==> src/rtl/status_array_port_arbiter.sv <==
// status_array_port_arbiter: status array SRAM port arbiter, init zero-fill stream first, then FIFO'd client traffic.
// Define STATUS_ARB_BYPASS_EN to let RUN-state requests skip an empty FIFO.
module status_array_port_arbiter #(
  parameter int ADDR_WIDTH = 6,
  parameter int ROW_WIDTH  = 8,
  parameter int NUM_BLOCKS = 4,
  parameter int FIFO_DEPTH = 2
) (
  input  logic                  gated_clk,
  input  logic                  arst_n,
  input  logic [ADDR_WIDTH-1:0] i_init_addr,
  input  logic [ROW_WIDTH-1:0]  i_init_data,
  input  logic                  i_init_wen,
  input  logic [NUM_BLOCKS-1:0] i_init_wmask,
  input  logic                  i_init_valid,
  input  logic                  i_init_complete,
  input  logic                  i_req_valid,
  output logic                  o_req_ready,
  input  logic [ADDR_WIDTH-1:0] i_req_addr,
  input  logic [ROW_WIDTH-1:0]  i_req_data,
  input  logic                  i_req_wen,
  input  logic [NUM_BLOCKS-1:0] i_req_wmask,
  output logic                  o_mem_en,
  output logic [ADDR_WIDTH-1:0] o_mem_addr,
  output logic [ROW_WIDTH-1:0]  o_mem_data,
  output logic                  o_mem_wen,
  output logic [NUM_BLOCKS-1:0] o_mem_wmask,
  input  logic [ROW_WIDTH-1:0]  i_mem_rdata,
  output logic                  o_rsp_valid,
  output logic [ROW_WIDTH-1:0]  o_rsp_data,
  output logic                  o_err
);
  localparam int PW = $clog2(FIFO_DEPTH);
  localparam int CW = ADDR_WIDTH + ROW_WIDTH + 1 + NUM_BLOCKS;
  typedef enum logic {INIT, RUN} state_e;
  state_e state_q, state_d;
  logic [CW-1:0] fifo_q [FIFO_DEPTH];
  logic [PW-1:0] wr_ptr_q, rd_ptr_q;
  logic [PW:0] cnt_q, cnt_d;
  logic [CW-1:0] cmd_q, cmd_d, req_cmd, init_cmd;
  logic en_q, en_d, rd_q, rsp_valid_q, err_q, err_d;
  logic [ROW_WIDTH-1:0] rsp_data_q;
  logic full, empty, run, pop, push, bypass, push_fifo;
  assign init_cmd = {i_init_addr, i_init_data, i_init_wen, i_init_wmask};
  assign req_cmd = {i_req_addr, i_req_data, i_req_wen, i_req_wmask};
  assign {o_mem_addr, o_mem_data, o_mem_wen, o_mem_wmask} = cmd_q;
  assign o_mem_en = en_q;
  assign o_rsp_valid = rsp_valid_q;
  assign o_rsp_data = rsp_data_q;
  assign o_err = err_q;
  always_comb begin
    run = state_q == RUN;
    full = cnt_q == (PW+1)'(FIFO_DEPTH);
    empty = cnt_q == '0;
    pop = run & !empty;
    o_req_ready = !full | pop;
    push = i_req_valid & o_req_ready;
`ifdef STATUS_ARB_BYPASS_EN
    bypass = run & empty & push;
`else
    bypass = 1'b0;
`endif
    push_fifo = push & !bypass;
    state_d = (run | i_init_complete) ? RUN : INIT;
    // the INIT->RUN edge samples neither the init port nor the FIFO
    cmd_d = !run ? (i_init_complete ? cmd_q : init_cmd) : pop ? fifo_q[rd_ptr_q] : bypass ? req_cmd : cmd_q;
    en_d = !run ? (i_init_valid & !i_init_complete) : (pop | bypass);
    cnt_d = cnt_q + (PW+1)'(push_fifo) - (PW+1)'(pop);
    err_d = err_q | (run & i_init_valid);
  end
  always_ff @(posedge gated_clk) begin
    if (push_fifo) fifo_q[wr_ptr_q] <= req_cmd;
  end
  always_ff @(posedge gated_clk or negedge arst_n) begin
    if (!arst_n) begin
      state_q <= INIT;
      wr_ptr_q <= '0;
      rd_ptr_q <= '0;
      cnt_q <= '0;
      cmd_q <= '0;
      en_q <= 1'b0;
      rd_q <= 1'b0;
      rsp_valid_q <= 1'b0;
      rsp_data_q <= '0;
      err_q <= 1'b0;
    end else begin
      state_q <= state_d;
      if (push_fifo) wr_ptr_q <= wr_ptr_q + PW'(1);
      if (pop) rd_ptr_q <= rd_ptr_q + PW'(1);
      cnt_q <= cnt_d;
      cmd_q <= cmd_d;
      en_q <= en_d;
      rd_q <= en_q & !o_mem_wen;
      rsp_valid_q <= rd_q;
      if (rd_q) rsp_data_q <= i_mem_rdata;
      err_q <= err_d;
    end
  end
endmodule

==> config.mk <==
export PLATFORM = sky130hd
export DESIGN_NAME = status_array_port_arbiter
export DESIGN_NICKNAME = d
export VERILOG_FILES = /design/src/rtl/status_array_port_arbiter.sv
export SDC_FILE = /design/constraint.sdc
export NUM_CORES = 1
export LEC_CHECK = 0
export ABC_AREA = 1
export BUFFER_PORTS_ARGS = -buffer_cell sky130_fd_sc_hd__buf_4
export CELL_PAD_IN_SITES_DETAIL_PLACEMENT = 2
export CELL_PAD_IN_SITES_GLOBAL_PLACEMENT = 2
export CORE_MARGIN = 3
export CORE_UTILIZATION = 32
export CTS_CLUSTER_SIZE = 14
export DETAILED_ROUTE_END_ITERATION = 10
export PLACE_DENSITY_LB_ADDON = 0.15
export SYNTH_ARGS = -nofsm -noshare
export SYNTH_HDL_FRONTEND = slang
export SYNTH_SLANG_ARGS = --single-unit
==> constraint.sdc <==
create_clock -name gated_clk -period 2.1 [get_ports gated_clk]
set_input_delay 0.105 -clock gated_clk [delete_from_list [all_inputs] [get_ports gated_clk]]
set_output_delay 0.105 -clock gated_clk [all_outputs]
set_load 0.05 [all_outputs]
==> flow_metrics.py <==
metrics = {
    "floorplanning": {
        "start_util": 0.335,
        "die_w_um": 105,
        "die_y_um": 105,
        "core_area_um2": 9370,
        "rows": 35,
        "die_area_um2": 11000,
        "io_pins": 82,
    },
    "min_path": {
        "hold_class": "in -> reg",
        "hold_end": "o_err",
        "hold_depth": 3,
        "min_from": "i_init_valid",
    },
    "timing": {
        "period_share": 0.854,
        "worstMarginPinSlew_ns": 0.852,
        "setup_tns_ns": 0,
        "fin_skew_ns": 0.0150,
        "setup_viol": 0,
        "whs_ns": 0.0209,
        "slew_headroom": 0.432,
        "final_hold_viol_count": 0,
        "finalCriticalPeriod_ns": 1.79,
        "rsz0062_at_grt": "no",
        "final_max_slew_viol_count": 0,
        "fmax_mhz": 558,
    },
    "finish": {
        "final_core_util": 0.463,
        "final-instance-count-excl-fill": 565,
        "nNetsFinal": 483,
        "fin_area_um2": 4340,
        "fillers": 1030,
        "antenna_cells": 0,
        "syn2layout_area_growth_pct": 38.5,
        "layout-drive-gt1-share": 0.266,
    },
    "global_routing": {
        "grt_pass1_vias": 2893,
        "grt_pass1_wl_mm": 15.6,
        "grt_max_degree": 37,
        "overflow": 0,
        "track_usage": 0.184,
        "antenna_found_initial": 0,
    },
    "worst_setup_path": {
        "reg2reg_slack_ns": 0.31,
        "cp_max_fo": 22,
        "r2r-start": "run",
        "cp-end-kind": "flop",
        "r2r_cells": 4,
        "cp.arrival_ns": 2.04,
        "cpMostUsedCell": "nand2_1",
        "crit_slowest_cell": "or2_1",
        "startpoint_type": "flop",
        "cpPeakStageDelay_ns": 0.70,
        "cp_data_required_time_ns": 2.34,
        "crit_chain": "or2_1 > nand2_4 > nand2_1 > nand2_1",
        "cp_top_family": "simple AND/OR/NAND/NOR gates",
        "crit_type": "reg -> reg",
        "r2r_end": "cmd_q[4]",
        "path_buf_inv": 0,
    },
    "place": {
        "placed_cell_area_um2": 3890,
        "place_congestion": 0.719,
        "dp_cells": 521,
        "dp_hpwl_mm": 6.22,
        "io_buffers": 81,
    },
    "detailed_routing": {
        "drt_pass1_iterations": 4,
        "ant_nets": 0,
        "drc": 0,
        "wl_mm": 9.42,
        "vias_per_cell": 4.49,
        "num_vias": 2536,
        "initialDrtViolationCount": 73,
        "wl_per_cell_um": 16.7,
    },
    "synthesis": {
        "avgSynthCellArea_um2": 9.86,
        "syn_inst": 318,
        "synth_cell_types": 19,
        "synth_top_cell_area_share": 0.364,
        "synth_async_sr_flop_share": 0.486,
        "synth-edff-count": 38,
        "ys.flop_type": "edfxtp_1",
        "syn_nets": 370,
        "ys.warnings.count": 0,
        "synthesis.area_um2": 3140,
        "ys_ff_latch": 74,
        "seq_area_frac_synth": 0.651,
        "yosysTopAreaCell": "edfxtp_1",
        "yosysMostFrequentCell": "nand2_1",
        "netlist_top_cells_count": "123 x nand2_1, 47 x inv_1, 38 x edfxtp_1, 38 x nand3_1, 36 x dfrtp_1",
        "ys_top_cells_by_area": "edfxtp_1 36%, dfrtp_1 29%, nand2_1 15%, nand3_1 6.1%, inv_1 5.6%",
    },
    "cts": {
        "clk_latency_ns": 0.36,
        "postCtsSetupBuffers": 0,
        "tritoncts": "built",
        "cts_resized": 0,
        "cts_htree_levels": 3,
        "cts_made_buffers": 9,
        "clockRootBuffer": "clkbuf_8",
        "cts_num_sinks": 74,
        "path_clk_slew_ns": 0.08,
        "clock_path_buffers": 2,
    },
    "pwr": {
        "p_leak_uw": 0.00216,
        "power.density_nw_per_um2": 1400,
        "ir_worst_vdd_v": 0.000463,
    },
    "status": {
        "status": "complete, no violations",
    },
    "run": {
        "maxCapViolCount": 0,
    },
}
==> stage by stage <==
step / power [uW] / setup WS [ns]
floorplan: 4090 / 0.101
detailed placement: 5050 / 0.305
finish: 6070 / 0.307
CTS: 6140 / 0.279
global route: 6490 / 0.139
global placement: 4940 / 0.406
==> tightest hold or removal path: cells and delay by family <==
kind | cells | cell delay (ns)
buffers and inverters | 2 | 0.17
AO/OA/AOI/OAI | 1 | 0.06
==> cells by family (layout without fill, tap and decap cells) <==
| logic type | Yosys count | after routing | synth area share |
|---|---|---|---|
| buf+inv | 62 | 180 | 0.0822 |
| fa+ha+maj | 1 | 1 | 0.00399 |
| compound gates | 4 | 4 | 0.00918 |
| simple gates | 167 | 167 | 0.219 |
| xor+xnor | 2 | 2 | 0.00559 |
| mux | 8 | 8 | 0.0287 |
| flops | 74 | 74 | 0.651 |
==> registers in the layout (all words and copies together), names as in the netlist, 2 cells and up <==
register,flops
fifo_q,38
o_rsp_data,8
cnt_q,2
cmd_q,19
==> area by class of cell <==
class,count,area (um2),area share
Sequential cell,74,2040,0.470
Inverter,47,176,0.0406
Multi-Input combinational cell,182,840,0.193
Timing Repair Buffer,117,948,0.218
Tap cell,129,161,0.0372
Clock inverter,7,51.3,0.0118
Clock buffer,9,124,0.0285
==> how the worst max path moves through the flow <==
stage / slack [ns] / startpoint / end / cells past startpoint
after global placement: 0.41 / run / cmd_q[17] / 4
after global routing: 0.14 / run / cmd_q[3] / 4
after floorplan: 0.10 / run / fifo_q[1][0] / 4
final: 0.31 / run / cmd_q[4] / 4
after detailed placement: 0.30 / run / cmd_q[4] / 4
after CTS: 0.28 / run / cmd_q[4] / 4
==> power breakdown <==
part	internal (uW)	leakage, uW	switching (uW)	total [uW]
Combinational	880	0.00130	1960	2840
Sequential	1930	0.000774	275	2210
Clock	434	0.0000822	582	1020
==> per-layer routing <==
metal,GRT usage,vias to the layer above,wire [um],part of all wire
met5,0,-,0,0
met4,0.0459,0,129,0.014
met3,0.0513,15,406,0.043
met2,0.323,68,4860,0.52
met1,0.222,1229,4030,0.43
li1,-,1224,-,-
==> placed cells by master, fill, tap and decap left out, types with 2 or more instances in the layout <==
master           n
nand2_1        123
buf_4           89
inv_1           47
nand3_1         38
edfxtp_1        38
dfrtp_1         36
dlygate4sd3_1   28
clkbuf_8         9
mux2_2           8
xor2_1           2
nor2_1           2
clkinvlp_4       2
inv_6            2
==> repair_timing <==
item / CTS / global route
setup endpoints to repair: 0 / 0
hold buffers: 28 / 0
hold endpoints to repair: 82 / 0
Power figures use the tool's default switching activity.
